<file path="config.mk">
export PLATFORM = sky130hd
export DESIGN_NAME = fan_controller
export DESIGN_NICKNAME = d
export VERILOG_FILES = /design/src/rtl/fan_controller_pkg.sv /design/src/rtl/fan_tach_chan.sv /design/src/rtl/fan_controller.sv
export SDC_FILE = /design/constraint.sdc
export NUM_CORES = 1
export LEC_CHECK = 0
export CORE_MARGIN = 2
export CORE_UTILIZATION = 54
export CTS_CLUSTER_SIZE = 8
export DETAILED_ROUTE_END_ITERATION = 16
export PLACE_DENSITY = 0.83
export RECOVER_POWER = 100
export SLEW_MARGIN = 20
export SYNTH_ARGS = -nofsm -noshare
export SYNTH_HDL_FRONTEND = slang
export SYNTH_SLANG_ARGS = --single-unit
</file>
<file path="constraint.sdc">
create_clock -name clk -period 4.23 [get_ports clk]
set_input_delay 0.846 -clock clk [delete_from_list [all_inputs] [get_ports clk]]
set_output_delay 0.846 -clock clk [all_outputs]
set_load 0.05 [all_outputs]
</file>
<file path="src/rtl/fan_controller_pkg.sv">
// Shared defaults and helpers for the fan controller and its per-channel tach logic.
package fan_controller_pkg;
  localparam int DEF_CLK_FREQ = 12_000_000;
  localparam int DEF_PWM_FREQ = 25_000;

  // Counter width that stays at least 1 bit for tiny ranges.
  function automatic int clog2_min1(input int v);
    return (v <= 2) ? 1 : $clog2(v);
  endfunction
endpackage

</file>
<file path="src/rtl/fan_tach_chan.sv">
// One fan channel's tach path: synchroniser, debounce, rising-edge window counter, stall tracking.
module fan_tach_chan
  import fan_controller_pkg::*;
#(
  parameter int TACH_W      = 16,
  parameter int DEBOUNCE    = 4,
  parameter int STALL_GATES = 2
)(
  input  logic              clk,
  input  logic              reset,
  input  logic              tach_i,
  input  logic              gate_end,
  input  logic              armed,
  input  logic              clr,
  output logic [TACH_W-1:0] rev_count,
  output logic              stall
);
  localparam int DBW = clog2_min1(DEBOUNCE);
  localparam int SW  = clog2_min1(STALL_GATES + 1);

  logic [1:0]        sync;
  logic              filt;
  logic [DBW-1:0]    db_cnt;
  logic              flip, rise;
  logic [TACH_W-1:0] win, win_inc;
  logic [SW-1:0]     zcnt;

  // db_cnt counts consecutive synced samples that disagree with the filtered level.
  assign flip    = (sync[1] != filt) && (db_cnt == DBW'(DEBOUNCE - 1));
  assign rise    = flip && sync[1];
  assign win_inc = (rise && !(&win)) ? win + 1'b1 : win;
  assign stall   = (zcnt == SW'(STALL_GATES));

  always_ff @(posedge clk) begin
    if (reset) begin
      sync      <= '0;
      filt      <= 1'b0;
      db_cnt    <= '0;
      win       <= '0;
      rev_count <= '0;
      zcnt      <= '0;
    end else begin
      sync <= {sync[0], tach_i};
      if (sync[1] == filt || flip) db_cnt <= '0;
      else                         db_cnt <= db_cnt + 1'b1;
      if (flip) filt <= sync[1];

      // Edge landing on the terminal clock belongs to the closing window.
      if (gate_end) begin
        rev_count <= win_inc;
        win       <= '0;
      end else begin
        win <= win_inc;
      end

      if (clr)
        zcnt <= '0;
      else if (gate_end) begin
        if (win_inc != '0 || !armed) zcnt <= '0;
        else if (!stall)             zcnt <= zcnt + 1'b1;
      end
    end
  end
endmodule

</file>
<file path="src/rtl/fan_controller.sv">
// N-channel fan controller: shared PWM period and tach gate counters, per-channel PWM and tach.
module fan_controller
  import fan_controller_pkg::*;
#(
  parameter int N_CH        = 2,
  parameter int CLK_FREQ    = DEF_CLK_FREQ,
  parameter int PWM_FREQ    = DEF_PWM_FREQ,
  parameter int DUTY_W      = 8,
  parameter int TACH_W      = 16,
  parameter int GATE_CYCLES = CLK_FREQ,
  parameter int DEBOUNCE    = 4,
  parameter int STALL_GATES = 2
)(
  input  logic                   clk,
  input  logic                   reset,
  input  logic [N_CH-1:0]        enable,
  input  logic [N_CH*DUTY_W-1:0] duty,
  input  logic [N_CH-1:0]        tach_i,
  output logic [N_CH-1:0]        pwm_o,
  output logic [N_CH*TACH_W-1:0] rev_count,
  output logic                   count_valid,
  output logic [N_CH-1:0]        stall
);
  localparam int P  = CLK_FREQ / PWM_FREQ;
  localparam int PW = clog2_min1(P);
  localparam int GW = clog2_min1(GATE_CYCLES);
  localparam int MW = DUTY_W + PW;

  logic [PW-1:0]                 pcnt;
  logic [GW-1:0]                 gcnt;
  logic                          period_start, gate_end;
  logic [N_CH-1:0]               en_lat;
  logic [N_CH-1:0][DUTY_W-1:0]   duty_v, duty_lat;
  logic [N_CH-1:0]               pwm_nxt;

  assign duty_v       = duty;
  assign period_start = (pcnt == '0);
  assign gate_end     = (gcnt == GW'(GATE_CYCLES - 1));

  always_ff @(posedge clk) begin
    if (reset) begin
      pcnt        <= '0;
      gcnt        <= '0;
      count_valid <= 1'b0;
      en_lat      <= '0;
      duty_lat    <= '0;
      pwm_o       <= '0;
    end else begin
      pcnt        <= (pcnt == PW'(P - 1)) ? '0 : pcnt + 1'b1;
      gcnt        <= gate_end ? '0 : gcnt + 1'b1;
      count_valid <= gate_end;
      pwm_o       <= pwm_nxt;
      if (period_start) begin
        en_lat   <= enable;
        duty_lat <= duty_v;
      end
    end
  end

  for (genvar k = 0; k < N_CH; k++) begin : g_ch
    logic              en_eff;
    logic [DUTY_W-1:0] d_eff;
    logic [MW-1:0]     on_cyc;

    // On the period's first clock the live inputs are what is being latched.
    assign en_eff     = period_start ? enable[k] : en_lat[k];
    assign d_eff      = period_start ? duty_v[k] : duty_lat[k];
    assign on_cyc     = (MW'(d_eff) * MW'(P)) >> DUTY_W;
    assign pwm_nxt[k] = en_eff && (d_eff != '0) && ((&d_eff) || (MW'(pcnt) < on_cyc));

    fan_tach_chan #(
      .TACH_W      (TACH_W),
      .DEBOUNCE    (DEBOUNCE),
      .STALL_GATES (STALL_GATES)
    ) u_tach (
      .clk       (clk),
      .reset     (reset),
      .tach_i    (tach_i[k]),
      .gate_end  (gate_end),
      .armed     (en_lat[k] && (duty_lat[k] != '0)),
      .clr       (!enable[k] || (duty_v[k] == '0)),
      .rev_count (rev_count[k*TACH_W +: TACH_W]),
      .stall     (stall[k])
    );
  end
endmodule

</file>
==> Yosys cells after proc, flatten, opt, wreduce, memory -nomap -nowiden <==
Index checks and enable logic that the tools add are counted.
{ "totals": {"reg_bits": 132, "in_bits": 22, "output_inout_bits": 37} }
{ "classes": {"addsub": 8, "n_mul": 2, "magnitude_cmp": 2, "n_eq_ne": 12, "mux": 10, "reduce_logical": 47} }
{ "ops": {"columns": ["cell", "count"], "rows": [
  ["$add 16x1->16 const B", 2],
  ["$mux 16", 2],
  ["$reduce_and 16->1", 2],
  ["$reduce_bool 16->1", 2],
  ["$reduce_bool 8->1", 4],
  ["$add 24x1->24 const B", 1],
  ["$eq 24x24->1 const B", 1],
  ["$mul 8x4->12 const B", 2],
  ["$lt 9x9->1", 2],
  ["$logic_not 8->1", 2],
  ["$mux 8", 2],
  ["$reduce_and 8->1", 2],
  ["$logic_and 1x1->1", 12],
  ["$reduce_or 2->1", 6],
  ["$add 9x1->9 const B", 1],
  ["$eq 9x9->1 const B", 1],
  ["$logic_not 9->1", 1],
  ["$add 2x1->2 const B", 4],
  ["$eq 2x2->1 const B", 4],
  ["$logic_or 1x1->1", 8],
  ["$mux 2", 4],
  ["$logic_not 1->1", 6],
  ["$ne 2x2->1 const B", 2],
  ["$reduce_and 2->1", 2],
  ["3 further kinds", 6]
]} }

==> Depth between registers and ports, before layout <==
Gate-level depths: netlist of the first run.
{ "depth": {"word_depth": 9, "ltp_mapped": 25, "mapped_depth_nobuf": 24} }

==> Hierarchy <==
Synthesis of the first run repeated with hierarchy kept, for this count alone.
{ "unflattened": {"hier_cells": 1003, "hier_area_um2": 8496.9} }
{ "modules_own_cells": {"columns": ["mod", "instances", "cells_each", "area_per_inst_um2", "seq_area_each_um2"], "rows": [
  ["fan_controller", 1, 569, 4665.7, 1081.0],
  ["fan_tach_chan", 2, 217, 1915.6, 780.7]
]} }

==> Worst setup path before layout of the first run <==
OpenSTA, ideal clock, no wires.
{ "synth_path": {"path_kind": "register to register", "startpoint": "reg pcnt[0]", "endpoint": "reg pwm_o[0]", "setup_ns": 0.122, "arrival_time_ns": 4.581, "path_slack_ns": -0.473, "stages_incl_launch_ff": 26, "n_path_buf": 1, "period_less_slack_ns": 4.703, "cell_sequence": "dfxtp_1 -> inv_1 -> ha_1 -> nor4b_2 -> nand2_4 -> buf_4 -> mux2i_1 -> inv_1 -> ha_1 -> ha_1 -> ha_1 -> xnor2_1 -> inv_1 -> fa_1 -> inv_1 -> a21oi_1 -> o21ai_0 -> a21o_1 -> a21oi_1 -> xor2_1 -> ha_1 -> o21ai_0 -> a21oi_1 -> nor3_1 -> o21ai_0 -> a21oi_1"} }
{ "synth_via": {"elab_chain_cells": 6, "word_cells_on_any_way": 10, "cone_classes": "mul (1); order compare (1); mux (2); reduce/logical (6)"} }
{ "synth_lines": {"columns": ["element", "line", "source"], "rows": [
  ["start, declared", "fan_controller.sv:29", "logic [PW-1:0] pcnt;"],
  ["start signal, assigned", "fan_controller.sv:49", "pcnt <= (pcnt == PW'(P - 1)) ? '0 : pcnt + 1'b1;"],
  ["$logic_not 9->1", "fan_controller.sv:37", "assign period_start = (pcnt == '0);"],
  ["$mux 8", "fan_controller.sv:67", "assign d_eff = period_start ? duty_v[k] : duty_lat[k];"],
  ["$mul 8x4->12", "fan_controller.sv:68", "assign on_cyc = (MW'(d_eff) * MW'(P)) >> DUTY_W;"],
  ["$lt 9x9->1", "fan_controller.sv:69", "assign pwm_nxt[k] = en_eff && (d_eff != '0) && ((&d_eff) || (MW'(pcnt) < on_cyc));"],
  ["$logic_or 1x1->1", "fan_controller.sv:69", null],
  ["$logic_and 1x1->1 (*)", "fan_controller.sv:69", null],
  ["end signal, assigned", "fan_controller.sv:52", "pwm_o <= pwm_nxt;"],
  ["end, declared", "fan_controller.sv:19", "output logic [N_CH-1:0] pwm_o,"]
]} }
Mark *: on every way between the ends. The rest lies on a longest branch, timed or not.
A chain may end at the register's enable or synchronous reset.

==> Final worst setup path of the first run <==
{ "layout_path": {"startpoint": "reg pcnt[1]", "endpoint": "reg pwm_o[0]"} }
Same word-level chain as after synthesis.

==> metrics.yaml, run 1 <==
area_growth_pct: 28.6
critPathMaxStageDelay_ns: 0.52
start_util: 0.557
post-route-min-period_ns: 4.34
ys_warn_count: 0
dieArea_um2: 15500
clkLatencyLatePin_ns: 0.43
cts_hold_buf: 0
stdcell_count: 1210
mostFrequentLayoutCells: "155 x nor2_1, 130 x dfxtp_1, 68 x buf_4"
critPathKind: "register to register"
post_drt_via_cell_ratio: 5.65
worst_path_max_delay_cell: "fa_1"
p_clk_frac: 0.296
layout_setup_ws_ns: -0.114
worstPathRequired_ns: 4.58
boundaryPins: 59
slew_headroom: 0.391
num_rows: 43
status: "complete, but fails checks"
root_buffer: "clkbuf_16"
ys_types: 71
violations: "negative setup slack"
p_per_area_nw_per_um2: 479
worst_hold_slack_ns: 0.420
cts_tree: "yes"
min_path_type: "register to register"
vias: 6839
overflow: 0
cts_sinks: 132
firstDrtPassIters: 5
ys_seq_area_frac: 0.338
postSynthNetCount: 986
drive_gt1_frac: 0.198
nets: 1112
place_congestion: 0.891
synth-seq-cells: 132
crit_chain: "inv_2, ha_4, nor4b_4, nand2_4, buf_4, buf_8, buf_6, mux2i_4, buf_6, xor2_1, ha_1, inv_1, fa_1, inv_2, ha_4, nand2_1, o21a_1, nor4bb_1, a211oi_1, ha_1, nor2_1, a31oi_1, a21oi_1"
hold_violations: 0
setup_violations: 2
portBuffers: 58
coreArea_um2: 14000
p_leak_nw: 3.99
netSwitchingPower_mw: 1.61
drc_errors: 0
grt_pass1_wl_mm: 30.3
synth_edf_count: 0
avgSynthCellArea_um2: 8.79
final_common_cell: "nor2_1"
rsz0062_at_grt: "yes"
clock_path_buffers: 2
die_w_um: 124
synth_flop_cell: "dfxtp_1"
grt_pass1_vias: 6588
slew_violations: 0
grt_start_max_net_pins: 47
p_comb_frac: 0.437
setup.worst_path.start_class: "register"
hpwl_mm: 12.9
numCtsBuffers: 17
place_ws_ns: -0.398
h-tree-depth: 4
worstSetupEndpointType: "register"
antenna-diode-count: 0
drt_iter0_drc: 435
drv_cap: 0
fmax_mhz: 230
wl_mm: 18.1
seqPwrFrac: 0.268
skew_ns: 0.0107
p_sw_frac: 0.334
syn_inst: 891
vdd_drop_max_uv: 309
clkTransAtPathRegs_ns: 0.06
netlist_area_um2: 7830
crit_fanout: 7
drt-wirelength-per-cell_um: 15.0
worst_pin_slew_ns: 0.914
antenna_found_initial: 0
dp.cells: 1164
intPower_mw: 3.21
synthArstFlopShare: 0
fp.dieH_um: 124
arrival_ns: 4.70
min_period_over_period: 1.03
track_usage: 0.232
antenna_left: 0
per-layer routing:
metal,GRT usage,up-vias,wire length (µm)
met5,0,-,0
met4,0.0747,0,311
met3,0.0391,35,574
met2,0.426,151,9420
met1,0.275,3262,7830
li1,-,3391,-
synthesized netlist by cell type, types with 6 or more instances:
cell type,n,area [µm²]
a21oi_1,33,165
and4_1,6,52.6
clkbuf_1,9,33.8
nand3_1,32,160
and3_1,12,75.1
mux2i_1,14,140
dfxtp_1,132,2640
and2_1,11,68.8
o21ai_0,30,150
ha_1,63,788
xor2_1,30,263
or3_1,8,50.1
nor2b_1,9,56.3
mux2i_4,8,180
buf_2,10,50.1
o21a_1,8,60.1
fa_1,10,200
nor2_1,157,589
xnor2_1,42,368
or4_1,8,60.1
nor3_1,21,105
inv_1,61,229
nor4_1,12,75.1
nand4_1,15,93.8
nand2_1,32,120
a211oi_1,26,195
cells by family after synthesis:
kind of cell               share of synthesized area
xor gates and xnor gates                      0.0806
AOI/OAI and AO/OA                              0.112
adders and majority gates                      0.130
DFF                                            0.338
and+or+nand+nor                                0.243
buffers and inverters                         0.0472
muxes                                         0.0494
worst paths after layout:
path	startpoint	end	slack, ns	cells after the start
worst max-delay path	pcnt[1]	pwm_o[0]	-0.11	23
worst min register to register	g_ch[1].u_tach.db_cnt[0]	g_ch[1].u_tach.db_cnt[0]	0.42	1
worst min-delay path	g_ch[1].u_tach.db_cnt[0]	g_ch[1].u_tach.db_cnt[0]	0.42	1
worst max register to register	pcnt[1]	pwm_o[0]	-0.11	23
per-stage QoR:
stage	TNS [ns]	cell area (µm²)	utilization	power, mW
2_1_floorplan	-0.184	7970	-	2.53
3_3_place_gp	-0.478	9090	0.648	2.96
3_5_place_dp	-0.737	9090	0.648	3.06
4_1_cts	-0.00242	9840	0.701	4.62
5_1_grt	-0.570	10100	0.717	5.13
6_report	-0.129	10100	0.717	4.83
cell type report:
type | instances | area (µm²)
multi-input cells | 671 | 5200
fillers | 979 | 3980
clock inverters | 13 | 135
flip-flops and latches | 132 | 2650
repair buffers | 134 | 1190
clock buffers | 19 | 443
well taps | 180 | 225
inverters | 61 | 229
timing repair:
| action | in CTS | in global routing |
|---|---|---|
| setup buffers | 5 | 9 |
| pin swaps | 19 | 30 |
| setup endpoints to repair | 2 | 2 |
| gates resized for setup | 28 | 29 |
power by group through the flow:
| stage | Sequential (mW) | Combinational [mW] | Clock (mW) |
|---|---|---|---|
| 2_1_floorplan | 1.32 | 1.20 | 0 |
| 3_3_place_gp | 1.32 | 1.64 | 0 |
| 3_5_place_dp | 1.32 | 1.74 | 0 |
| 4_1_cts | 1.29 | 1.89 | 1.44 |
| 5_1_grt | 1.29 | 2.34 | 1.50 |
| 6_report | 1.29 | 2.11 | 1.43 |
state kept, by name (all words and copies together) (netlist names):
signal and flops:
g_ch.u_tach.db_cnt 4, g_ch.u_tach.filt 2, pcnt 9, g_ch.u_tach.win 32, g_ch.u_tach.sync 4, g_ch.u_tach.zcnt 4
g_ch.u_tach.rev_count 32, duty_lat 16, count_valid 1, en_lat 2, pwm_o 2, gcnt 24
critical path: cells and delay by family, from the launching register on:
kind	cells	cell delay [ns]
fa+ha+maj	5	1.52
xor+xnor	1	0.14
simple gates	5	0.81
flops	1	0.32
buf+inv	7	0.76
mux	1	0.20
compound gates	4	0.51
Power figures use the tool's default switching activity.
==> run 2, diff against run 1 <==
--- a/config.mk
+++ b/config.mk
@@ -5,7 +5,8 @@
 export SDC_FILE = /design/constraint.sdc
 export NUM_CORES = 1
 export LEC_CHECK = 0
-export CORE_MARGIN = 2
+export CORE_ASPECT_RATIO = 1.25
+export CORE_MARGIN = 1.5
 export CORE_UTILIZATION = 54
 export CTS_CLUSTER_SIZE = 8
 export DETAILED_ROUTE_END_ITERATION = 16
==> run 2 against run 1 <==
The flow finishes with violations (max-capacitance violations, max-slew violations, negative setup slack). Clock power shrank 3%. Sequential cell count is the same. Sequential power is essentially flat. Cell count shrank 0.91%. Die area shrank 1.6%.
==> metrics.yaml, run 2 (same netlist as run 1, synthesis figures left out) <==
wl_mm: 18.3  # +0.61%
finalInstanceArea_um2: 9860  # -2.0%
worst_path_max_delay_cell: "fa_1"
grt_pass1_vias: 6535  # -0.80%
setup_violations: 2  # unchanged
finalPower_mw: 4.66  # -3.4%
layout_setup_ws_ns: -0.160  # -0.0460 ns
p_per_area_nw_per_um2: 473  # -1.4%
drt-wirelength-per-cell_um: 15.2  # +1.5%
slew_headroom: -0.591  # -0.982
portBuffers: 58  # unchanged
fill_cells: 1055  # +7.8%
slew_violations: 53  # +53
critPathMaxStageDelay_ns: 0.49  # -0.03 ns
grt_pass1_wl_mm: 29.7  # -1.8%
worst_pin_slew_ns: 2.39  # +1.47 ns
vias: 6779  # -0.88%
hpwl_mm: 12.7  # -1.3%
post_drt_via_cell_ratio: 5.65  # about the same
post-route-min-period_ns: 4.39  # +0.0460 ns
p_leak_nw: 4.05  # +1.5%
violations: "max-capacitance violations, max-slew violations, negative setup slack"
track_usage: 0.239  # +0.00644
clkTransAtPathRegs_ns: 0.06  # about the same
drv_cap: 1  # +1
antenna_left: 0  # unchanged
final_common_cell: "nor2_1"
reg_top3: "g_ch.u_tach.rev_count: 32 flops, g_ch.u_tach.win: 32 flops, gcnt: 24 flops"
h-tree-depth: 4  # unchanged
clock_path_buffers: 2  # unchanged
arrival_ns: 4.74  # +0.04 ns
worstSetupEndpointType: "register"
cts_tree: "yes"
numCtsBuffers: 17  # unchanged
skew_ns: 0.0107  # +0.0000118 ns
coreArea_um2: 14300  # +1.7%
min_path_type: "register to register"
final_util: 0.690  # -0.0263
place_ws_ns: -0.417  # -0.0187 ns
grt_start_max_net_pins: 53  # +13%
worst_hold_slack_ns: 0.416  # -0.00461 ns
path_delay_family: "adder cells"
status: "complete, but fails checks"
root_buffer: "clkbuf_16"
crit_fanout: 7  # unchanged
drive_gt1_frac: 0.175  # -0.0227
die_w_um: 111  # -11%
min_period_over_period: 1.04  # +0.0109
fp.dieH_um: 138  # +11%
placed_area_um2: 9050  # -0.44%
setup.worst_path.start_class: "register"
boundaryPins: 59  # unchanged
crit_chain: "inv_2, ha_4, nor4b_4, nand2_4, buf_12, mux2i_4, buf_4, maj3_1, fa_1, inv_1, ha_1, inv_1, a21oi_2, o21a_1, nor2_2, xor2_1, ha_1, o21ai_2, a21oi_2, nor3_2, o21ai_1, a21oi_1"
mostFrequentLayoutCells: "156 x nor2_1, 130 x dfxtp_1, 61 x buf_4"
crit_path_start: "pcnt[0]"
min-delay-start: "g_ch[1].u_tach.db_cnt[0]"
overflow: 0  # unchanged
fmax_mhz: 228  # -1.0%
cts_hold_buf: 0  # unchanged
r2r-start: "pcnt[0]"
antenna_found_initial: 0  # unchanged
drc_errors: 0  # unchanged
rsz0062_at_grt: "yes"
hold_violations: 0  # unchanged
dieArea_um2: 15200  # -1.6%
num_rows: 49  # +14%
firstDrtPassIters: 5  # unchanged
drt_iter0_drc: 347  # -20%
place_congestion: 0.861  # -3.4%
critPathKind: "register to register"
clkLatencyLatePin_ns: 0.43  # about the same
nets: 1104  # -0.72%
antenna-diode-count: 0  # unchanged
area_growth_pct: 26.0
start_util: 0.548  # -0.00947
cts_sinks: 132  # unchanged
worstPathRequired_ns: 4.58  # about the same
critPathBufInv: 5  # -2
vdd_drop_max_uv: 393  # +27%
[run 2: changes by cell type in the layout (fill, tap and decap cells not counted), moves of 2 or more]
cell             delta
buf_4               -7
ha_4                -5
buf_6               -4
clkbuf_1            +2
o21ai_0             +2
clkdlybuf4s50_1    -38
o21ai_2             -2
ha_1                +5
dlygate4sd3_1      +38
[run 2: report_power, final]
group	switching (mW)	total, mW	internal, mW
Sequential	0.0212	1.29	1.27
Combinational	1.00	1.99	0.985
Clock	0.563	1.38	0.819
Total	1.59	4.66	3.07
[run 2: cell type report]
cell class              instances  area (µm²)  share of cell area
repair buffers                126        1110               0.112
clock buffers                  19         443              0.0449
well taps                     178         223              0.0226
multi-input cells             671        5100               0.518
clock inverters                12         109              0.0110
flip-flops and latches        132        2650               0.268
inverters                      61         229              0.0232
[run 2: final timing paths]
| check | to | slack, ns | cells past startpoint |
|---|---|---|---|
| max | pwm_o[1] | -0.16 | 22 |
| min | g_ch[1].u_tach.db_cnt[0] | 0.42 | 1 |
| max reg2reg | pwm_o[1] | -0.16 | 22 |
| min reg2reg | g_ch[1].u_tach.db_cnt[0] | 0.42 | 1 |
[run 2: stage by stage]
stage / TNS, ns / std cells
after floorplan: -0.184 / 891
after global placement: -0.480 / 1157
after detailed placement: -0.720 / 1157
after CTS: 0 / 1192
after global routing: -0.537 / 1199
final: -0.196 / 1199
[run 2: timing repair]
action,4_1_cts,5_1_grt
endpoints found under the hold margin,0,0
setup buffers,4,7
resized for setup,19,24
pin swaps,8,16
endpoints found under the setup margin,2,2
gates cloned,0,0
[run 2: routing by layer]
metal / share of wire / GRT usage
met5: 0 / 0
met4: 0.026 / 0.0976
met3: 0.034 / 0.0502
met2: 0.51 / 0.433
met1: 0.43 / 0.276
